$ cat src/rtl/alu_op_sequencer.sv
// rtl/alu_op_sequencer.sv - ALU front-end op sequencer; optional macro ALU_SEQ_DIV0_TRAP_EN
module alu_op_sequencer #(
  parameter int DATA_W     = 32,
  parameter int MULDIV_LAT = 4
) (
  input  logic                clk,
  input  logic                clr,
  input  logic                req_valid,
  output logic                req_ready,
  input  logic [4:0]          req_opcode,
  input  logic [DATA_W-1:0]   req_b,
  input  logic [DATA_W-1:0]   req_y,
  output logic [DATA_W-1:0]   alu_b,
  output logic [DATA_W-1:0]   alu_y,
  output logic [4:0]          alu_opcode,
  input  logic [2*DATA_W-1:0] alu_z,
  output logic                rsp_valid,
  input  logic                rsp_ready,
  output logic [DATA_W-1:0]   rsp_lo,
  output logic [DATA_W-1:0]   rsp_hi,
  output logic                rsp_hi_we,
  output logic                rsp_err,
  output logic                busy
);

  localparam logic [4:0] OP_MUL = 5'b01111;
  localparam logic [4:0] OP_DIV = 5'b10000;
  localparam logic [4:0] OP_MAX = 5'b10010;
  localparam logic [3:0] MD_CNT = 4'(MULDIV_LAT - 1);

  typedef enum logic [1:0] {IDLE, EXEC, RESP} state_t;

  state_t     state;
  state_t     state_nx;
  logic [3:0] cnt;
  logic       op_err;

  logic accept;
  logic exec_done;
  logic req_is_muldiv;
  logic req_illegal;
  logic req_trap;
  logic req_fault;

  assign accept        = req_valid && (state == IDLE);
  assign exec_done     = (state == EXEC) && (cnt == 4'd0);
  assign req_is_muldiv = (req_opcode == OP_MUL) || (req_opcode == OP_DIV);
  assign req_illegal   = (req_opcode > OP_MAX);
`ifdef ALU_SEQ_DIV0_TRAP_EN
  assign req_trap      = (req_opcode == OP_DIV) && (req_y == '0);
`else
  assign req_trap      = 1'b0;
`endif
  // Faulted ops skip the ALU wait and return a zeroed error response.
  assign req_fault     = req_illegal || req_trap;

  // State register.
  always_ff @(posedge clk or posedge clr) begin
    if (clr) state <= IDLE;
    else     state <= state_nx;
  end

  // Next-state decode and handshake/status outputs.
  always_comb begin
    state_nx  = state;
    req_ready = 1'b0;
    rsp_valid = 1'b0;
    busy      = 1'b1;
    case (state)
      IDLE: begin
        req_ready = 1'b1;
        busy      = 1'b0;
        if (req_valid) state_nx = EXEC;
      end
      EXEC: begin
        if (cnt == 4'd0) state_nx = RESP;
      end
      RESP: begin
        rsp_valid = 1'b1;
        if (rsp_ready) state_nx = IDLE;
      end
      default: state_nx = IDLE;
    endcase
  end

  // Operand latch, latency countdown and result capture.
  always_ff @(posedge clk or posedge clr) begin
    if (clr) begin
      alu_b      <= '0;
      alu_y      <= '0;
      alu_opcode <= '0;
      cnt        <= '0;
      op_err     <= 1'b0;
      rsp_lo     <= '0;
      rsp_hi     <= '0;
      rsp_hi_we  <= 1'b0;
      rsp_err    <= 1'b0;
    end else begin
      if (accept) begin
        alu_b      <= req_b;
        alu_y      <= req_y;
        alu_opcode <= req_opcode;
        cnt        <= (req_is_muldiv && !req_fault) ? MD_CNT : 4'd0;
        op_err     <= req_fault;
      end else if ((state == EXEC) && (cnt != 4'd0)) begin
        cnt <= cnt - 4'd1;
      end
      if (exec_done) begin
        if (op_err) begin
          rsp_lo    <= '0;
          rsp_hi    <= '0;
          rsp_hi_we <= 1'b0;
          rsp_err   <= 1'b1;
        end else begin
          rsp_lo    <= alu_z[DATA_W-1:0];
          rsp_hi    <= alu_z[2*DATA_W-1:DATA_W];
          rsp_hi_we <= (alu_opcode == OP_MUL) || (alu_opcode == OP_DIV);
          rsp_err   <= 1'b0;
        end
      end
    end
  end

endmodule

$ cat config.mk
export PLATFORM = sky130hd
export DESIGN_NAME = alu_op_sequencer
export DESIGN_NICKNAME = d
export VERILOG_FILES = /design/src/rtl/alu_op_sequencer.sv
export SDC_FILE = /design/constraint.sdc
export NUM_CORES = 1
export LEC_CHECK = 0
export ABC_AREA = 1
export ABC_CLOCK_PERIOD_IN_PS = 8600
export CAP_MARGIN = 20
export CORE_MARGIN = 2
export CORE_UTILIZATION = 35
export DETAILED_ROUTE_END_ITERATION = 12
export PLACE_DENSITY = 0.71
export SYNTH_ARGS = -nofsm -noshare
export SYNTH_HDL_FRONTEND = slang
export SYNTH_SLANG_ARGS = --single-unit
$ cat constraint.sdc
create_clock -name clk -period 8.6 [get_ports clk]
set_input_delay 2.15 -clock clk [delete_from_list [all_inputs] [get_ports clk]]
set_output_delay 2.15 -clock clk [all_outputs]
set_load 0.05 [all_outputs]
---- Word level (Yosys, flattened, before mapping) ----
Cells that the tools add are included.
operators by class
  add/sub/neg operators ................... 1
  order comparisons ....................... 1
  equal/unequal tests ..................... 9
  multiplexer cells ....................... 14
  reductions and logical operators ........ 12
operators by type and width
  cell                                                  count
  two-way mux 32 bit                                    2
  equality test 5 x 4 -> 1 bit, second input constant   2
  equality test 5 bit, second input constant            2
  two-way mux 2 bit                                     4
  two-way mux 4 bit                                     2
  != test 2 bit, second input constant                  3
  one-hot mux 2 bit (3 select lines)                    1
  greater-than comparator 5 bit, second input constant  1
  two-way mux 1 bit                                     5
  logical AND 1 bit                                     4
  zero test 4 bit                                       1
  nonzero test 4 bit                                    1
  subtractor 4 x 1 -> 4 bit, second input constant      1
  AND reduction 3 bit                                   1
  equality test 2 x 1 -> 1 bit, second input constant   1
  equality test 2 bit, second input constant            1
  zero test 2 bit                                       1
  logical OR 1 bit                                      2
  nonzero test 2 bit                                    1
  zero test 1 bit                                       1
storage, ports and cells
  register bits ........................... 142
  output and inout bits ................... 138

---- Depth between registers and ports, before layout ----
Gate-level depths: netlist of the first run.
  word-level depth ........................ 5
  gate-level depth with buffers ........... 8
  mapped depth without buffers ............ 7

---- Worst setup path after synthesis of the first run ----
No wires, ideal clock.
  path type ............................... register to output
  start point ............................. register state[1]
  end point ............................... output port req_ready
  arrival ................................. 1.228 ns
  slack ................................... 5.222 ns
  stages on the path, launching flop included .. 4
  path buffers ............................ 0
  cells stage by stage .................... dfrtp_1 -> inv_1 -> nand2_1 -> inv_1
between the ends
  cells in the longest elaborated chain, start to end .. 2
RTL lines
  item                    line  RTL
  from (decl)             33    state_t state;
  from (signal assigned)  60    else state <= state_nx;
  zero test 2 bit         69    case (state)
  two-way mux 1 bit       69
  to (decl)               9     output logic req_ready,
Every way passes these cells.

---- Final worst setup path of the first run ----
  start point ............................. input port req_valid
  end point ............................... register cnt[1]
between the ends
  cells in the longest elaborated chain, start to end .. 2
RTL lines
  item                                                     line  RTL
  from (decl)                                              8     input logic req_valid,
  logical AND 1 bit *                                      45    assign accept = req_valid && (state == IDLE);
  two-way mux 4 bit or nonzero test 2 bit (tied branches)  --
  to (signal assigned)                                     103   cnt <= (req_is_muldiv && !req_fault) ? MD_CNT : 4'd0;
  to (signal assigned)                                     106   cnt <= cnt - 4'd1;
  to (decl)                                                35    logic [3:0] cnt;
Every way passes the cells marked *; elsewhere a longest branch is shown, timed or not.
A chain may end at the register's enable or synchronous reset.

==> run_results.csv, run 1 <==
group,metric,value,unit
global_route,grt_antenna_before_repair,0,
global_route,grt_pass1_wl,23.75,mm
floorplan,core_area,0.01531,mm^2
clock_network,cts_buffers,17,
global_route,grt_max_degree,85,
worst_hold_path,hp-class,"register to register",
synth,ys_ff_latch,142,
global_route,grtUsageMet2,26.86,%
synth,ys_warn_count,0,
run_status,status,"finished, final reports clean",
place,globalplace.congestion,0.7336,
floorplan,initial_utilization,36.09,%
timing,fin_skew,0.008514,ns
synth,yosysSeqAreaShare,64.30,%
timing,max_freq,0.2344,GHz
timing,worst_slew_pin_slew,0.7755,ns
global_route,met1_usage,23.52,%
synth,synth.net_count,771,
critical_path,r2r_cells,9,
clock_network,cts_sinks,142,
flow_run,drv_cap,0,
critical_path,cpPeakStageDelay,0.58,ns
route,wl_per_cell,13.44,um
route,drtIter0Drc,277,
timing,rsz0062_at_grt,"false",
timing,setup_viol,0,
timing,period_needed,4.266,ns
cells_and_area,nets,1040,
place,placed_area,0.008411,mm^2
critical_path,cp-endpoint,"cnt[1]",
clock_network,holdBufCountCts,0,
cells_and_area,design_area,0.009012,mm^2
floorplan,dieArea,0.01681,mm^2
critical_path,critPathKind,"primary input to register",
global_route,grt_busiest_layer,"met2",
route,ant_nets,0,
timing,period_share,49.61,%
route,dr.pass1.iters,4,
clock_network,cts_max_path_buffers,2,
floorplan,die_w,129.7,um
clock_network,cts.clk_slew.worst_paths,0.06,ns
floorplan,die_height,129.7,um
timing,layout_setup_ws,4.334,ns
critical_path,arrival,4.60,ns
critical_path,crit_required,8.93,ns
critical_path,regToRegSetupSlack,5.96,ns
place,dpl.hpwl,10.42,mm
power,p_leak,4.461,nW
clock_network,h-tree-depth,4,
clock_network,post_cts_buffers,0,
floorplan,rows,45,
global_route,met3_usage,7.886,%
synth,synth_cells,632,
critical_path,rr_endpoint,"cnt[1]",
global_route,grt_overflow,0,
critical_path,startpoint_type,"primary input",
global_route,grt_usage,18.17,%
critical_path,cp_common_cell,"buf_4",
clock_network,cts_resized,0,
timing,relSlewSlack,48.30,%
route,vias,4876,
cells_and_area,area_growth,63.07,%
cells_and_area,drive_gt1_share,4.376,%
critical_path,path_cells,"clkdlybuf4s50_1, inv_1, nor2_4, buf_4, inv_2, buf_4, nand2_1, nor2_1, a21oi_1",
place,port_buffers,274,
power,powerDensity,460.0,mW/mm^2
critical_path,cp_max_fo,76,
route,drc,0,
clock_network,clk_latency,0.42,ns
critical_path,rr_startpoint,"state[1]",
route,viasPerCell,4.334,
power,ir_drop,257.8,uV
route,drt_wl_total,15.12,mm
clock_network,tritoncts,"built",
timing,hold_violations,0,
timing,finalSetupTns,0,ns
critical_path,crit_path_end_kind,"register",
synth,ys_types,20,
synth,synthesis.area,0.005527,mm^2
cells_and_area,diodes,0,
clock_network,cts_root_buf,"clkbuf_16",
place,place_ws,3.909,ns
timing,slew_viol_final,0,
critical_path,critPathSlowestCell,"buf_4",
floorplan,ioPinCount,275,
critical_path,crit_start,"req_valid",
synth,syn_avg_cell_area,8.745,um^2
global_route,grt_pass1_vias,4715,
[layer usage]
metal,part of all wire [%],up-vias
met1,43,2203
li1,-,2439
met4,1.8,0
met2,44,212
met5,0,-
met3,11,22
[state kept, by name, summed over array words and instances (netlist names)]
register and count:
rsp_hi 32, op_err 1, alu_y 32, state 2, rsp_lo 32, alu_opcode 5
alu_b 32, rsp_hi_we 1, cnt 4, rsp_err 1
[report_power, final]
part           internal, mW  switching [mW]
registers             0.974           0.165
clock network         0.472           0.272
logic                 0.708            1.55
total                  2.15            1.99
[Yosys cell counts]
cell type | count | share of area [%]
a21oi_1 | 4 | 0.36
buf_2 | 11 | 1.0
buf_4 | 6 | 0.81
buf_6 | 4 | 0.81
clkbuf_1 | 8 | 0.54
dfrtp_1 | 142 | 64
ha_1 | 2 | 0.45
inv_1 | 13 | 0.88
inv_2 | 2 | 0.14
nand2_1 | 410 | 28
nand3_1 | 4 | 0.36
nand3_2 | 1 | 0.18
nand4_1 | 1 | 0.11
nor2_1 | 11 | 0.75
nor2_2 | 3 | 0.34
nor3_1 | 2 | 0.18
o21ai_0 | 4 | 0.36
o21bai_1 | 2 | 0.27
o31ai_1 | 1 | 0.14
xor2_1 | 1 | 0.16
[cells in the final DEF (no fill, tap or decap), drive strengths merged]
master,instances
ha,2
nand4,1
o31ai,1
clkinvlp,1
clkbuf,23
buf,5
nand3,5
inv,16
nor3,2
clkinv,4
bufinv,3
clkdlybuf4s50,274
xor2,1
o21ai,4
nand2,410
o21bai,2
a21oi,4
dfrtp,142
nor2,14
[critical path, delay by kind of cell]
kind,cells,cell delay [ns]
buffers and inverters,5,1.91
AOI/OAI and AO/OA,1,0.11
and+or+nand+nor,3,0.33
[logic make-up (layout without fill, tap and decap cells)]
group	Yosys count	count (layout)	share of synthesized area, %
buf+inv	44	326	4.188
simple gates	432	432	29.77
flops	142	142	64.30
xor+xnor	1	1	0.1585
fa+ha+maj	2	2	0.4527
compound gates	11	11	1.132
[how the worst min path moves through the flow]
stage          slack (ns)  startpoint  depth (start not counted)   endpoint
6_report             0.47   alu_b[22]                          2  alu_b[22]
2_1_floorplan        0.47    state[0]                          1   state[1]
5_1_grt              0.49    alu_y[5]                          2   alu_y[5]
4_1_cts              0.47    alu_b[9]                          2   alu_b[9]
3_5_place_dp         0.46    alu_b[9]                          2   alu_b[9]
3_3_place_gp         0.45   alu_b[31]                          2  alu_b[31]
[area by class of cell]
type	instances	area, um^2
multi-input cells	446	1752
fillers	1366	6302
clock buffers	23	467.9
well taps	211	264.0
clock inverters	9	133.9
flip-flops and latches	142	3553
inverters	15	61.31
repair buffers	279	2780
[stage by stage]
stage / hold WS (ns) / std cells / util [%] / total power [mW]
final: 0.4659 / 1125 / 58.85 / 4.145
after detailed placement: 0.4570 / 1093 / 54.92 / 3.427
after floorplan: 0.4720 / 632 / - / 2.630
after global routing: 0.4859 / 1125 / 58.85 / 4.376
after CTS: 0.4715 / 1125 / 58.85 / 4.189
after global placement: 0.4527 / 1093 / 54.92 / 3.403
(Power assumes the default switching activity.)
==> run 2, diff against run 1 <==
- ABC_CLOCK_PERIOD_IN_PS: 8600 -> 4050
- clock period: 8.6 -> 4.05 ns (I/O delays scaled with it)
==> run 2 against run 1 <==
Compared with the run above:
- combinational power is 110% higher
- flip-flop and latch count unchanged
- sequential share of layout area shrank 0.16 points
- total power increased by 110%
- core utilization increased by 0.24 points
- non-clock buffer count grew 1
- final area increased by 0.40%
- setup slack got worse by 3.2 ns
- routed wire length increased by 2.8%
- largest cell class unchanged
- largest power group unchanged
==> run_results.csv, run 2 (same netlist as run 1, synthesis figures left out) <==
group,metric,value,unit
critical_path,rr_startpoint,"state[1]",
floorplan,ioPinCount,275,
power,power_frac_seq,27.5,%
clock_network,tritoncts,"built",
worst_hold_path,hold_depth,2,
critical_path,crit_required,3.04,ns
timing,worst_slew_pin_slew,0.8476,ns
place,place_ws,1.316,ns
critical_path,r2r_cells,7,
timing,rsz0062_at_grt,"false",
clock_network,cts_buffers,17,
route,ant_nets,0,
power,ir_drop,547.5,uV
place,globalplace.congestion,0.7651,
timing,hold_violations,0,
clock_network,cts_max_path_buffers,2,
route,drc,0,
floorplan,core_area,0.01531,mm^2
timing,setup_viol,0,
cells_and_area,final_common_cell,"nand2_1",
floorplan,die_height,129.7,um
cells_and_area,diodes,0,
global_route,grt_overflow,0,
clock_network,holdBufCountCts,0,
place,placed_cells,1094,
power,p_leak,4.470,nW
route,dr.pass1.iters,5,
timing,slew_viol_final,0,
clock_network,h-tree-depth,4,
critical_path,cp_max_fo,3,
power,powerDensity,977.3,mW/mm^2
clock_network,post_cts_buffers,0,
power,p_comb_share,54.5,%
route,drt_wl_total,15.54,mm
timing,max_freq,0.3438,GHz
critical_path,rr_endpoint,"alu_y[19]",
floorplan,dieArea,0.01681,mm^2
clock_network,cts_root_buf,"clkbuf_16",
cells_and_area,area_growth,63.73,%
clock_network,cts_resized,0,
route,wl_per_cell,13.81,um
worst_hold_path,hp-class,"register to register",
power,switching_power,4.256,mW
cells_and_area,drive_gt1_share,4.705,%
global_route,grt_usage,18.64,%
clock_network,cts.clk_slew.worst_paths,0.06,ns
floorplan,rows,45,
floorplan,initial_utilization,36.09,%
power,pwr-share-clk,18.1,%
flow_run,drv_cap,0,
critical_path,startpoint_type,"register",
global_route,grt_pass1_vias,4882,
timing,layout_setup_ws,1.141,ns
timing,period_share,71.82,%
global_route,grt_pass1_wl,24.45,mm
cells_and_area,final_cell_mix,"nand2_1, clkdlybuf4s50_1, dfrtp_1, clkbuf_16, inv_1",
cells_and_area,nets,1041,
critical_path,crit_start,"state[1]",
run_status,status,"finished, final reports clean",
critical_path,cp-endpoint,"req_ready",
cells_and_area,layoutNonFillerInstCount,1125,
route,drtIter0Drc,165,
timing,finalSetupTns,0,ns
floorplan,die_w,129.7,um
place,port_buffers,274,
critical_path,crit_path_end_kind,"primary output",
power,report.power.total,8.844,mW
clock_network,clk_latency,0.42,ns
global_route,grt_antenna_before_repair,0,
route,vias,4959,
cells_and_area,n_fill_cell,1355,
timing,relSlewSlack,43.37,%
power,internal_power,4.588,mW
critical_path,arrival,1.90,ns
global_route,grt_max_degree,76,
critical_path,critPathKind,"register to primary output",
power,switching_share,48.12,%
critical_path,regToRegSetupSlack,2.23,ns
place,dpl.hpwl,10.82,mm
clock_network,cts_sinks,142,
route,viasPerCell,4.408,
timing,fin_skew,0.007643,ns
timing,period_needed,2.909,ns
run 2: metal layers:
layer / wire length (um) / global-route usage [%]
met5: 0 / 0
met4: 228 / 6.578
met3: 1489 / 6.565
met2: 7291 / 30.61
met1: 6531 / 22.85
run 2: worst max-delay path, cell delays in order (launching register included):
cell and delay [ns]:
dfrtp_1 0.39, inv_1 0.10, nand2_1 0.13, inv_1 0.08, clkdlybuf4s50_1 0.79
run 2: worst min path at each step:
stage                         start         to
after floorplan            state[0]   state[1]
after global placement    alu_b[30]  alu_b[30]
after detailed placement  alu_b[30]  alu_b[30]
after CTS                 alu_b[30]  alu_b[30]
after global routing      alu_b[29]  alu_b[29]
final                     alu_b[21]  alu_b[21]
run 2: cell type report:
type | instances | area, um^2 | share of cell area (%)
clock buffer | 21 | 470.5 | 5.199
clock inverter | 10 | 136.4 | 1.507
inverter | 15 | 60.06 | 0.6637
multi-input combinational | 446 | 1752 | 19.36
sequential | 142 | 3553 | 39.27
tap | 211 | 264.0 | 2.918
timing repair buffer | 280 | 2813 | 31.08
run 2: metrics by stage:
step	utilization (%)	hold slack, ns	instance area [um^2]
5_1_grt	59.09	0.4861	9049
3_3_place_gp	55.12	0.4532	8442
4_1_cts	59.09	0.4708	9049
6_report	59.09	0.4665	9049
2_1_floorplan	-	0.4720	5530
3_5_place_dp	55.12	0.4570	8442
run 2: power by group through the flow:
| stage | logic, mW | registers [mW] | clock network (mW) |
|---|---|---|---|
| 2_1_floorplan | 1.05 | 4.54 | 0 |
| 3_3_place_gp | 4.80 | 2.43 | 0 |
| 3_5_place_dp | 4.85 | 2.44 | 0 |
| 4_1_cts | 4.86 | 2.43 | 1.63 |
| 5_1_grt | 5.12 | 2.51 | 1.70 |
| 6_report | 4.82 | 2.43 | 1.60 |
